### src/rtl/nonce_dispatcher_if.sv
// Control and hash-core bus of the nonce dispatcher.
// master = dispatcher side, slave = control/core side.
interface nonce_dispatcher_if #(
  parameter int NUM_CORES  = 4,
  parameter int NONCE_W    = 32,
  parameter int CHUNK_W    = 16,
  parameter int CORE_IDX_W = 4
);
  logic                           start;
  logic                           abort;
  logic [NONCE_W-1:0]             nonce_base;
  logic [NUM_CORES-1:0]           core_start;
  logic [NUM_CORES*NONCE_W-1:0]   core_chunk;
  logic                           core_abort;
  logic [NUM_CORES-1:0]           core_done;
  logic [NUM_CORES-1:0]           core_found;
  logic [NUM_CORES*NONCE_W-1:0]   core_nonce;
  logic                           busy;
  logic                           found;
  logic [NONCE_W-1:0]             found_nonce;
  logic [CORE_IDX_W-1:0]          found_core;
  logic                           exhausted;
  logic [NONCE_W-CHUNK_W:0]       chunks_issued;

  modport master (
    input  start, abort, nonce_base, core_done, core_found, core_nonce,
    output core_start, core_chunk, core_abort, busy, found, found_nonce,
           found_core, exhausted, chunks_issued
  );

  modport slave (
    output start, abort, nonce_base, core_done, core_found, core_nonce,
    input  core_start, core_chunk, core_abort, busy, found, found_nonce,
           found_core, exhausted, chunks_issued
  );
endinterface

### src/rtl/nonce_dispatcher.sv
// Nonce dispatcher: splits the nonce space into chunks, hands one chunk
// per cycle to an idle hash core, latches the first hit and flags
// exhaustion when the whole space was searched without a hit.

// Per-core slot: busy bit plus the chunk start nonce last handed out.
module nonce_dispatcher_slot #(
  parameter int NONCE_W = 32
) (
  input  logic               clock,
  input  logic               reset,
  input  logic               clear,
  input  logic               done,
  input  logic               load,
  input  logic [NONCE_W-1:0] chunkIn,
  output logic               busy,
  output logic [NONCE_W-1:0] chunk
);
  // Load wins over done so a core can finish and be redispatched together.
  always_ff @(posedge clock) begin
    if (!reset) begin
      busy  <= 1'b0;
      chunk <= '0;
    end else begin
      if (clear)     busy <= 1'b0;
      else if (load) busy <= 1'b1;
      else if (done) busy <= 1'b0;
      if (load) chunk <= chunkIn;
    end
  end
endmodule

module nonce_dispatcher #(
  parameter int NUM_CORES  = 4,
  parameter int NONCE_W    = 32,
  parameter int CHUNK_W    = 16,
  parameter int CORE_IDX_W = 4
) (
  input  logic                clock,
  input  logic                reset,
  nonce_dispatcher_if.master  bus
);
  localparam int CNT_W = NONCE_W - CHUNK_W + 1;
  localparam logic [CNT_W-1:0]   TOTAL = {1'b1, {(CNT_W-1){1'b0}}};
  localparam logic [NONCE_W-1:0] STEP  = NONCE_W'(1) << CHUNK_W;

  typedef enum logic [1:0] {IDLE, RUN, FOUND, EXHAUSTED} stateT;

  stateT                  state, nextState;
  logic [NUM_CORES-1:0]   busyMask, hitMask, maskAfterDone, idleMask;
  logic [NUM_CORES-1:0]   idleOneHot, doneClr;
  logic                   hit, dispatch, exhaust, clearAll;
  logic [CORE_IDX_W-1:0]  hitIdx;
  logic [NONCE_W-1:0]     hitNonce;

  logic [NUM_CORES-1:0]   coreStart;
  logic                   coreAbort, busyQ, foundQ, exhaustedQ;
  logic [NONCE_W-1:0]     foundNonce, nextChunk;
  logic [CORE_IDX_W-1:0]  foundCore;
  logic [CNT_W-1:0]       chunksIssued;

  // State register.
  always_ff @(posedge clock) begin
    if (!reset) state <= IDLE;
    else        state <= nextState;
  end

  // Next state: abort beats a hit, a hit beats exhaustion.
  always_comb begin
    nextState = state;
    case (state)
      RUN: begin
        if (bus.abort)    nextState = IDLE;
        else if (hit)     nextState = FOUND;
        else if (exhaust) nextState = EXHAUSTED;
      end
      default: if (bus.start) nextState = RUN;
    endcase
  end

  // Decision logic: winning core, lowest idle core, dispatch/exhaust strobes.
  always_comb begin
    hitMask       = bus.core_found & busyMask;
    maskAfterDone = busyMask & ~bus.core_done;
    idleMask      = ~maskAfterDone;
    hitIdx        = '0;
    hitNonce      = '0;
    idleOneHot    = '0;
    for (int i = NUM_CORES - 1; i >= 0; i--) begin
      if (hitMask[i]) begin
        hitIdx   = CORE_IDX_W'(i);
        hitNonce = bus.core_nonce[i*NONCE_W +: NONCE_W];
      end
      if (idleMask[i]) begin
        idleOneHot    = '0;
        idleOneHot[i] = 1'b1;
      end
    end
    hit      = |hitMask;
    clearAll = (state == RUN) && (bus.abort || hit);
    dispatch = (state == RUN) && !bus.abort && !hit &&
               (chunksIssued < TOTAL) && (|idleMask);
    exhaust  = (state == RUN) && !bus.abort && !hit &&
               (chunksIssued == TOTAL) && (maskAfterDone == '0);
    doneClr  = ((state == RUN) && !bus.abort && !hit) ? bus.core_done : '0;
  end

  for (genvar g = 0; g < NUM_CORES; g++) begin : gSlot
    nonce_dispatcher_slot #(.NONCE_W(NONCE_W)) slot (
      .clock   (clock),
      .reset   (reset),
      .clear   (clearAll),
      .done    (doneClr[g]),
      .load    (dispatch && idleOneHot[g]),
      .chunkIn (nextChunk),
      .busy    (busyMask[g]),
      .chunk   (bus.core_chunk[g*NONCE_W +: NONCE_W])
    );
  end

  // Registered outputs, job bookkeeping and result latches.
  always_ff @(posedge clock) begin
    if (!reset) begin
      coreStart    <= '0;
      coreAbort    <= 1'b0;
      busyQ        <= 1'b0;
      foundQ       <= 1'b0;
      exhaustedQ   <= 1'b0;
      foundNonce   <= '0;
      foundCore    <= '0;
      chunksIssued <= '0;
      nextChunk    <= '0;
    end else begin
      coreStart <= dispatch ? idleOneHot : '0;
      coreAbort <= clearAll;
      busyQ     <= (nextState == RUN);
      if (state != RUN && bus.start) begin
        foundQ       <= 1'b0;
        exhaustedQ   <= 1'b0;
        foundNonce   <= '0;
        foundCore    <= '0;
        chunksIssued <= '0;
        nextChunk    <= bus.nonce_base & ~(STEP - NONCE_W'(1));
      end
      if (state == RUN && !bus.abort && hit) begin
        foundQ     <= 1'b1;
        foundNonce <= hitNonce;
        foundCore  <= hitIdx;
      end
      if (dispatch) begin
        nextChunk    <= nextChunk + STEP;
        chunksIssued <= chunksIssued + CNT_W'(1);
      end
      if (exhaust) exhaustedQ <= 1'b1;
    end
  end

  assign bus.core_start    = coreStart;
  assign bus.core_abort    = coreAbort;
  assign bus.busy          = busyQ;
  assign bus.found         = foundQ;
  assign bus.found_nonce   = foundNonce;
  assign bus.found_core    = foundCore;
  assign bus.exhausted     = exhaustedQ;
  assign bus.chunks_issued = chunksIssued;
endmodule

### src/flat_wrapper.sv
// flat-port wrapper written by rule: the top's interface ports become plain ports
module nonce_dispatcher_flat 
#(
  parameter int NUM_CORES  = 4,
  parameter int NONCE_W    = 32,
  parameter int CHUNK_W    = 16,
  parameter int CORE_IDX_W = 4
)
  (clock, reset, bus_start, bus_abort, bus_nonce_base, bus_core_done, bus_core_found, bus_core_nonce, bus_core_start, bus_core_chunk, bus_core_abort, bus_busy, bus_found, bus_found_nonce, bus_found_core, bus_exhausted, bus_chunks_issued);
  nonce_dispatcher_if #(.NUM_CORES(NUM_CORES), .NONCE_W(NONCE_W), .CHUNK_W(CHUNK_W), .CORE_IDX_W(CORE_IDX_W)) bus_i ();
  input  logic clock;
  input  logic reset;
  input wire logic [$bits(bus_i.start)-1:0] bus_start;
  input wire logic [$bits(bus_i.abort)-1:0] bus_abort;
  input wire logic [$bits(bus_i.nonce_base)-1:0] bus_nonce_base;
  input wire logic [$bits(bus_i.core_done)-1:0] bus_core_done;
  input wire logic [$bits(bus_i.core_found)-1:0] bus_core_found;
  input wire logic [$bits(bus_i.core_nonce)-1:0] bus_core_nonce;
  output wire logic [$bits(bus_i.core_start)-1:0] bus_core_start;
  output wire logic [$bits(bus_i.core_chunk)-1:0] bus_core_chunk;
  output wire logic [$bits(bus_i.core_abort)-1:0] bus_core_abort;
  output wire logic [$bits(bus_i.busy)-1:0] bus_busy;
  output wire logic [$bits(bus_i.found)-1:0] bus_found;
  output wire logic [$bits(bus_i.found_nonce)-1:0] bus_found_nonce;
  output wire logic [$bits(bus_i.found_core)-1:0] bus_found_core;
  output wire logic [$bits(bus_i.exhausted)-1:0] bus_exhausted;
  output wire logic [$bits(bus_i.chunks_issued)-1:0] bus_chunks_issued;
  assign bus_i.start = bus_start;
  assign bus_i.abort = bus_abort;
  assign bus_i.nonce_base = bus_nonce_base;
  assign bus_i.core_done = bus_core_done;
  assign bus_i.core_found = bus_core_found;
  assign bus_i.core_nonce = bus_core_nonce;
  assign bus_core_start = bus_i.core_start;
  assign bus_core_chunk = bus_i.core_chunk;
  assign bus_core_abort = bus_i.core_abort;
  assign bus_busy = bus_i.busy;
  assign bus_found = bus_i.found;
  assign bus_found_nonce = bus_i.found_nonce;
  assign bus_found_core = bus_i.found_core;
  assign bus_exhausted = bus_i.exhausted;
  assign bus_chunks_issued = bus_i.chunks_issued;
  nonce_dispatcher #(.NUM_CORES(NUM_CORES), .NONCE_W(NONCE_W), .CHUNK_W(CHUNK_W), .CORE_IDX_W(CORE_IDX_W)) u_core (.clock(clock), .reset(reset), .bus(bus_i));
endmodule
### config.mk
export PLATFORM = sky130hd
export DESIGN_NAME = nonce_dispatcher_flat
export DESIGN_NICKNAME = d
export VERILOG_FILES = /design/src/rtl/nonce_dispatcher_if.sv /design/src/rtl/nonce_dispatcher.sv /design/src/flat_wrapper.sv
export SDC_FILE = /design/constraint.sdc
export NUM_CORES = 1
export LEC_CHECK = 0
export ABC_CLOCK_PERIOD_IN_PS = 3600
export BUFFER_PORTS_ARGS = -buffer_cell sky130_fd_sc_hd__buf_4
export CAP_MARGIN = 20
export CORE_MARGIN = 5
export CORE_UTILIZATION = 40
export DETAILED_ROUTE_END_ITERATION = 7
export HOLD_SLACK_MARGIN = 0.05
export PLACE_DENSITY_LB_ADDON = 0.08
export SLEW_MARGIN = 20
export SYNTH_ARGS = -nofsm -noshare
export SYNTH_HDL_FRONTEND = slang
export SYNTH_SLANG_ARGS = --single-unit
### constraint.sdc
create_clock -name clock -period 3.6 [get_ports clock]
set_clock_uncertainty 0.1 [all_clocks]
set_input_delay 0.54 -clock clock [delete_from_list [all_inputs] [get_ports clock]]
set_output_delay 0.54 -clock clock [all_outputs]
set_load 0.02 [all_outputs]
After elaboration in Yosys (flattened, before gate mapping)
Cells that the tools add are included.

storage, ports and cells
  bits in registers = 227
  bits of input ports = 172
  output and inout port bits = 189
  logic and storage cells = 95

operators by class
  add/subtract/negate cells = 2
  magnitude comparators = 1
  equal/unequal tests = 4
  mux-type cells = 37
  bitwise logic cells = 5
  reductions and logical operators = 28

operators by type and width
  kind                      number
  $mux W32                  8
  $mux W17                  2
  $add A32 B17 Y32 const B  1
  $mux W4                   7
  $mux W2                   9
  $add A17 B1 Y17 const B   1
  $eq A17 B17 Y1 const B    1
  $lt A17 B17 Y1 const B    1
  $reduce_bool A2 Y1        7
  $logic_and A1 B1 Y1       13
  $mux W1                   11
  $and A4 B4 Y4             2
  $not A4 Y4                2
  $reduce_or A4 Y1          2
  $eq A2 B1 Y1 const B      2
  $logic_not A4 Y1          1
  $logic_not A1 Y1          2
  $ne A2 B1 Y1 const B      1
  $reduce_and A2 Y1         1
  $reduce_or A2 Y1          1
  $logic_or A1 B1 Y1        1
  $not A1 Y1                1

Logic depth before layout (Yosys ltp)
  depth after elaboration = 11
  mapped depth = 8
  mapped depth without buffers = 7

Hierarchy
Synthesis repeated with hierarchy kept, for this count alone.

second synthesis, totals
  cells, all modules = 948
  area, all modules = 9311.4 µm²

by module, submodules not included
  module                 times used  cells each  area an instance (µm²)  sequential area each (µm²)
  nonce_dispatcher_slot  4           107         1283.7                  660.6
  nonce_dispatcher       1           520         4176.5                  1541.5

Worst setup path before layout
No wires, ideal clock.

  path kind = input to register
  start = in bus_abort
  end = reg u_core.nextChunk[22]
  setup time = 74 ps
  data arrival time = 2390 ps
  required time = 3426 ps
  setup slack = 1036 ps
  stages on the path = 6
  buffers on the path = 1
  cells stage by stage = or4b_4 or3_1 clkbuf_1 or4_1 or2_0 a31oi_1

on the way
  cells in the longest elaborated chain, start to end = 6
  elaborated cells between the ends (all ways) = 7
  classes of those cells = 1 x mux; 6 x reduce/logical

ends and longest elaborated chain
  what                                            RTL line                 text
  start: declaration                              flat_wrapper.sv:14       input wire logic [$bits(bus_i.abort)-1:0] bus_abort;
  $logic_not A1 Y1 (*)                            nonce_dispatcher.sv:100  dispatch = (state == RUN) && !bus.abort && !hit &&
  $logic_and A1 B1 Y1 (*) (3 in series)           nonce_dispatcher.sv:100
  $logic_and A1 B1 Y1 (*)                         nonce_dispatcher.sv:101  (chunksIssued < TOTAL) && (|idleMask);
  $mux W32 or $reduce_bool A2 Y1 (tied branches)  -
  end signal: assignment                          nonce_dispatcher.sv:142  nextChunk <= bus.nonce_base & ~(STEP - NONCE_W'(1));
  end signal: assignment                          nonce_dispatcher.sv:150  nextChunk <= nextChunk + STEP;
  end: declaration                                nonce_dispatcher.sv:57   logic [NONCE_W-1:0] foundNonce, nextChunk;

Every way passes the cells marked *; elsewhere a longest branch is shown, timed or not.
A chain may end at the register's enable or synchronous reset.

Worst setup path after layout
  start = reg u_core.chunksIssued[16] (netlist: u_core.bus.chunks_issued[16])
  end = reg u_core.chunksIssued[14] (netlist: u_core.bus.chunks_issued[14])

on the way
  cells in the longest elaborated chain, start to end = 4
  elaborated cells between the ends (all ways) = 5
  classes of those cells = 1 x order compare; 1 x mux; 3 x reduce/logical

ends and longest elaborated chain
  what                                            RTL line                 text
  start: declaration                              nonce_dispatcher.sv:59   logic [CNT_W-1:0] chunksIssued;
  start signal: assignment                        nonce_dispatcher.sv:151  chunksIssued <= chunksIssued + CNT_W'(1);
  $lt A17 B17 Y1 (*)                              nonce_dispatcher.sv:101
  $logic_and A1 B1 Y1 (*)                         nonce_dispatcher.sv:100
  $logic_and A1 B1 Y1 (*)                         nonce_dispatcher.sv:101
  $mux W17 or $reduce_bool A2 Y1 (tied branches)  -

Marks and branches as above.

==> impl_results.md <==
* DRC Markers at 0
* Largest area contributor in the netlist: dfxtp_1
* # IOs at 361
* Std-Cell Rows at 48
* FILL cells at 1691
* Tcrit/Tclk final at 74.50%
* Initial antenna violation count at 1
* Synth warn at 0
* Commonest cells after routing, fill and taps aside: buf_4, dfxtp_1, nand2_1, nand3_1, a21oi_1
* CP endpoint kind: flip-flop
* Hold Path Class: input pin to flip-flop
* Max clock buf depth at 2
* Cts bufs inserted at 17
* PD cells at 396.2 nW/um^2
* Distinct cells, synth at 50
* GPL Wtd Cong at 0.8439
* Post-route ant nets at 0
* DP HPWL at 18050 um
* CTS tree: done
* # clock sinks at 145
* Commonest non-fill, non-tap cell in the layout: buf_4
* Final WL at 24760 um
* RSZ-0062 raised after global routing: false
* #FFs+latches synth at 145
* Worst VDD drop at 0.0003103 V
* Total negative slack at 0 ps
* Postcts setup bufs at 0
* Final hold violation count at 0
* Die width at 143 um
* Gate power share at 10.3%
* Core ar. at 17360 um^2
* Synth top area share at 41.03%
* Run status: complete, no violations
* Final max-slew violation count at 0
* Die footprint at 20450 um^2
* Area Growth Syn to Fin at 36.48%
* Minimum clock period after layout at 2682 ps
* Final Total Pwr at 3.826 mW
* Initial Util at 40.77%
* Sequential fraction of the synthesis area at 41.03%
* Number of vias per cell at 5.282
* PortBufs at 278
* Worst-Margin Slew at 862.9 ps
* Register area at 2903 um^2
* Sw Ratio at 26.26%
* Leakage dissipation at 3.863 nW
* H-tree depth at 4
* Placed Area at 9050 um^2
* Setup-failing EPs final at 0
* Final #Nets at 1317
* Total GRT Usage at 23.03%
* Clock network power share at 46.1%
* Layout cells sized above 1 at 29.61%
* Top cells by area, synth: dfxtp_1, nand3_1, buf_4
* Worst Setup Start Kind: flip-flop
* Chip height at 143 um
* Worst Path Arrival at 2890 ps
* Non-Filler Instances at 1381
* DP Cell Count at 1347
* Multi-input gate area at 3610 um^2
* Gr ovfl total at 0
* Via count at 7294
* Internal power at 2.821 mW
* Maximum fanout along the worst path at 14
* Initial DRC count at 509
* Critical path class: flip-flop to flip-flop
* Post-Layout Inst Area at 9657 um^2
* Synth Instances at 906
* Number of global-route vias before repair at 6648
* Hold-fix buffers, CTS at 0
* Largest net degree at the start of global routing at 84
* DRT Pass-1 Iters at 5
* Post-synthesis area per instance at 7.810 um^2
* P_sw at 1.005 mW
* Required time of the critical path at 3810 ps
* Clk slew on worst S/H paths at 60 ps
* Slew headroom at 42.47%
* Fmax at 372.9 MHz
* First-pass GRT wire length at 37000 um
* Sequential share of power at 43.6%
* Wire per inst at 17.93 um
* Max-cap violations at 0
* PostCTS Resize Cnt at 0
* Cell area after synthesis at 7076 um^2
* Skew-Pair Late Insertion Delay at 430 ps
* Root Buffer: clkbuf_16
[state kept, by name, indices dropped and copies added (netlist names)]
name,count
u_core.bus.core_abort,1
u_core.state,2
u_core.bus.busy,1
u_core.gSlot.slot.chunk,64
u_core.bus.exhausted,1
u_core.bus.found,1
u_core.bus.found_nonce,32
u_core.bus.core_start,4
u_core.bus.found_core,2
u_core.gSlot.slot.busy,4
u_core.nextChunk,16
u_core.bus.chunks_issued,17
[cells in the mapped netlist (all sizes together)]
| library cell | number |
|---|---|
| a311oi | 2 |
| o22ai | 32 |
| conb | 1 |
| or4b | 1 |
| dfxtp | 145 |
| nor3 | 17 |
| a22o | 2 |
| nand3 | 104 |
| xnor2 | 1 |
| ha | 3 |
| nor2b | 5 |
| a22oi | 3 |
| nor2 | 22 |
| nand2 | 114 |
| o21a | 3 |
| o221ai | 1 |
| o21bai | 1 |
| clkbuf | 75 |
| o31ai | 1 |
| nand4b | 2 |
| o21ai | 61 |
| a21oi | 75 |
| and4 | 2 |
| or3 | 42 |
| nand4 | 11 |
| a31oi | 8 |
| a32oi | 1 |
| o311a | 1 |
| or4 | 4 |
| a211oi | 6 |
| nor4b | 1 |
| and3 | 6 |
| mux2i | 1 |
| nand3b | 3 |
| nand2b | 7 |
| a21o | 1 |
| nor4 | 14 |
| inv | 7 |
| o211ai | 9 |
| o31a | 1 |
| and2 | 3 |
| buf | 71 |
| a221oi | 32 |
| or2 | 4 |
[logic make-up after synthesis]
group,count (synthesis),synth area share (%)
AND/OR/NAND/NOR,362,25.78
AO/OA/AOI/OAI,240,20.67
buffers and inverters,153,11.67
flip-flops,145,41.03
adder cells (fa/ha/maj),3,0.5306
other,1,0.05300
XOR/XNOR,1,0.1238
multiplexers,1,0.1415
[power by group through the flow]
stage               logic [mW]  clock network, mW  registers, mW
floorplan                0.260                  0           1.68
global placement         0.386                  0           1.70
detailed placement       0.388                  0           1.71
CTS                      0.388               1.80           1.67
global route             0.430               1.86           1.67
finish                   0.393               1.76           1.67
[metal layers]
metal	part of all wire, %	wire length (um)	GRT usage [%]
met1	42	10350	30.05
met2	49	12150	37.78
met3	7.4	1842	5.660
met4	1.7	419	6.953
met5	0	0	0
[critical path: stages (launching register included)]
cell	delay [ps]
dfxtp_1	370
or4b_4	580
or3_1	570
buf_4	290
nor4_1	370
nand3_1	140
mux2i_1	140
[worst paths after layout]
kind / start / to / slack, ps / depth (start not counted)
min reg2reg: u_core.gSlot[1].slot.chunk[24]$_SDFFE_PN0P_ / u_core.gSlot[1].slot.chunk[24]$_SDFFE_PN0P_ / 350 / 2
max: u_core.bus.chunks_issued[16]$_SDFFE_PN0P_ / u_core.bus.chunks_issued[14]$_SDFFE_PN0P_ / 920 / 6
min: bus_start / u_core.state[0]$_SDFF_PN0_ / 270 / 3
max reg2reg: u_core.bus.chunks_issued[16]$_SDFFE_PN0P_ / u_core.bus.chunks_issued[14]$_SDFFE_PN0P_ / 920 / 6
[layout make-up]
cell class / instances / share of cell area (%)
Clock inverter: 14 / 1.607
Sequential cell: 145 / 30.06
Clock buffer: 18 / 4.444
Inverter: 7 / 0.2721
Antenna cell: 1 / 0.02591
Tap cell: 225 / 2.915
Timing Repair Buffer: 298 / 23.30
Multi-Input combinational cell: 673 / 37.38
[through the flow]
stage	util, %	setup slack (ps)	hold WS (ps)
global placement	52.14	655.6	340.5
detailed placement	52.14	666.0	343.3
global route	55.64	828.5	270.3
floorplan	-	1036	360.5
CTS	55.51	924.3	252.5
finish	55.64	918.0	266.7
Note: power is estimated with default switching activity, not from simulation.
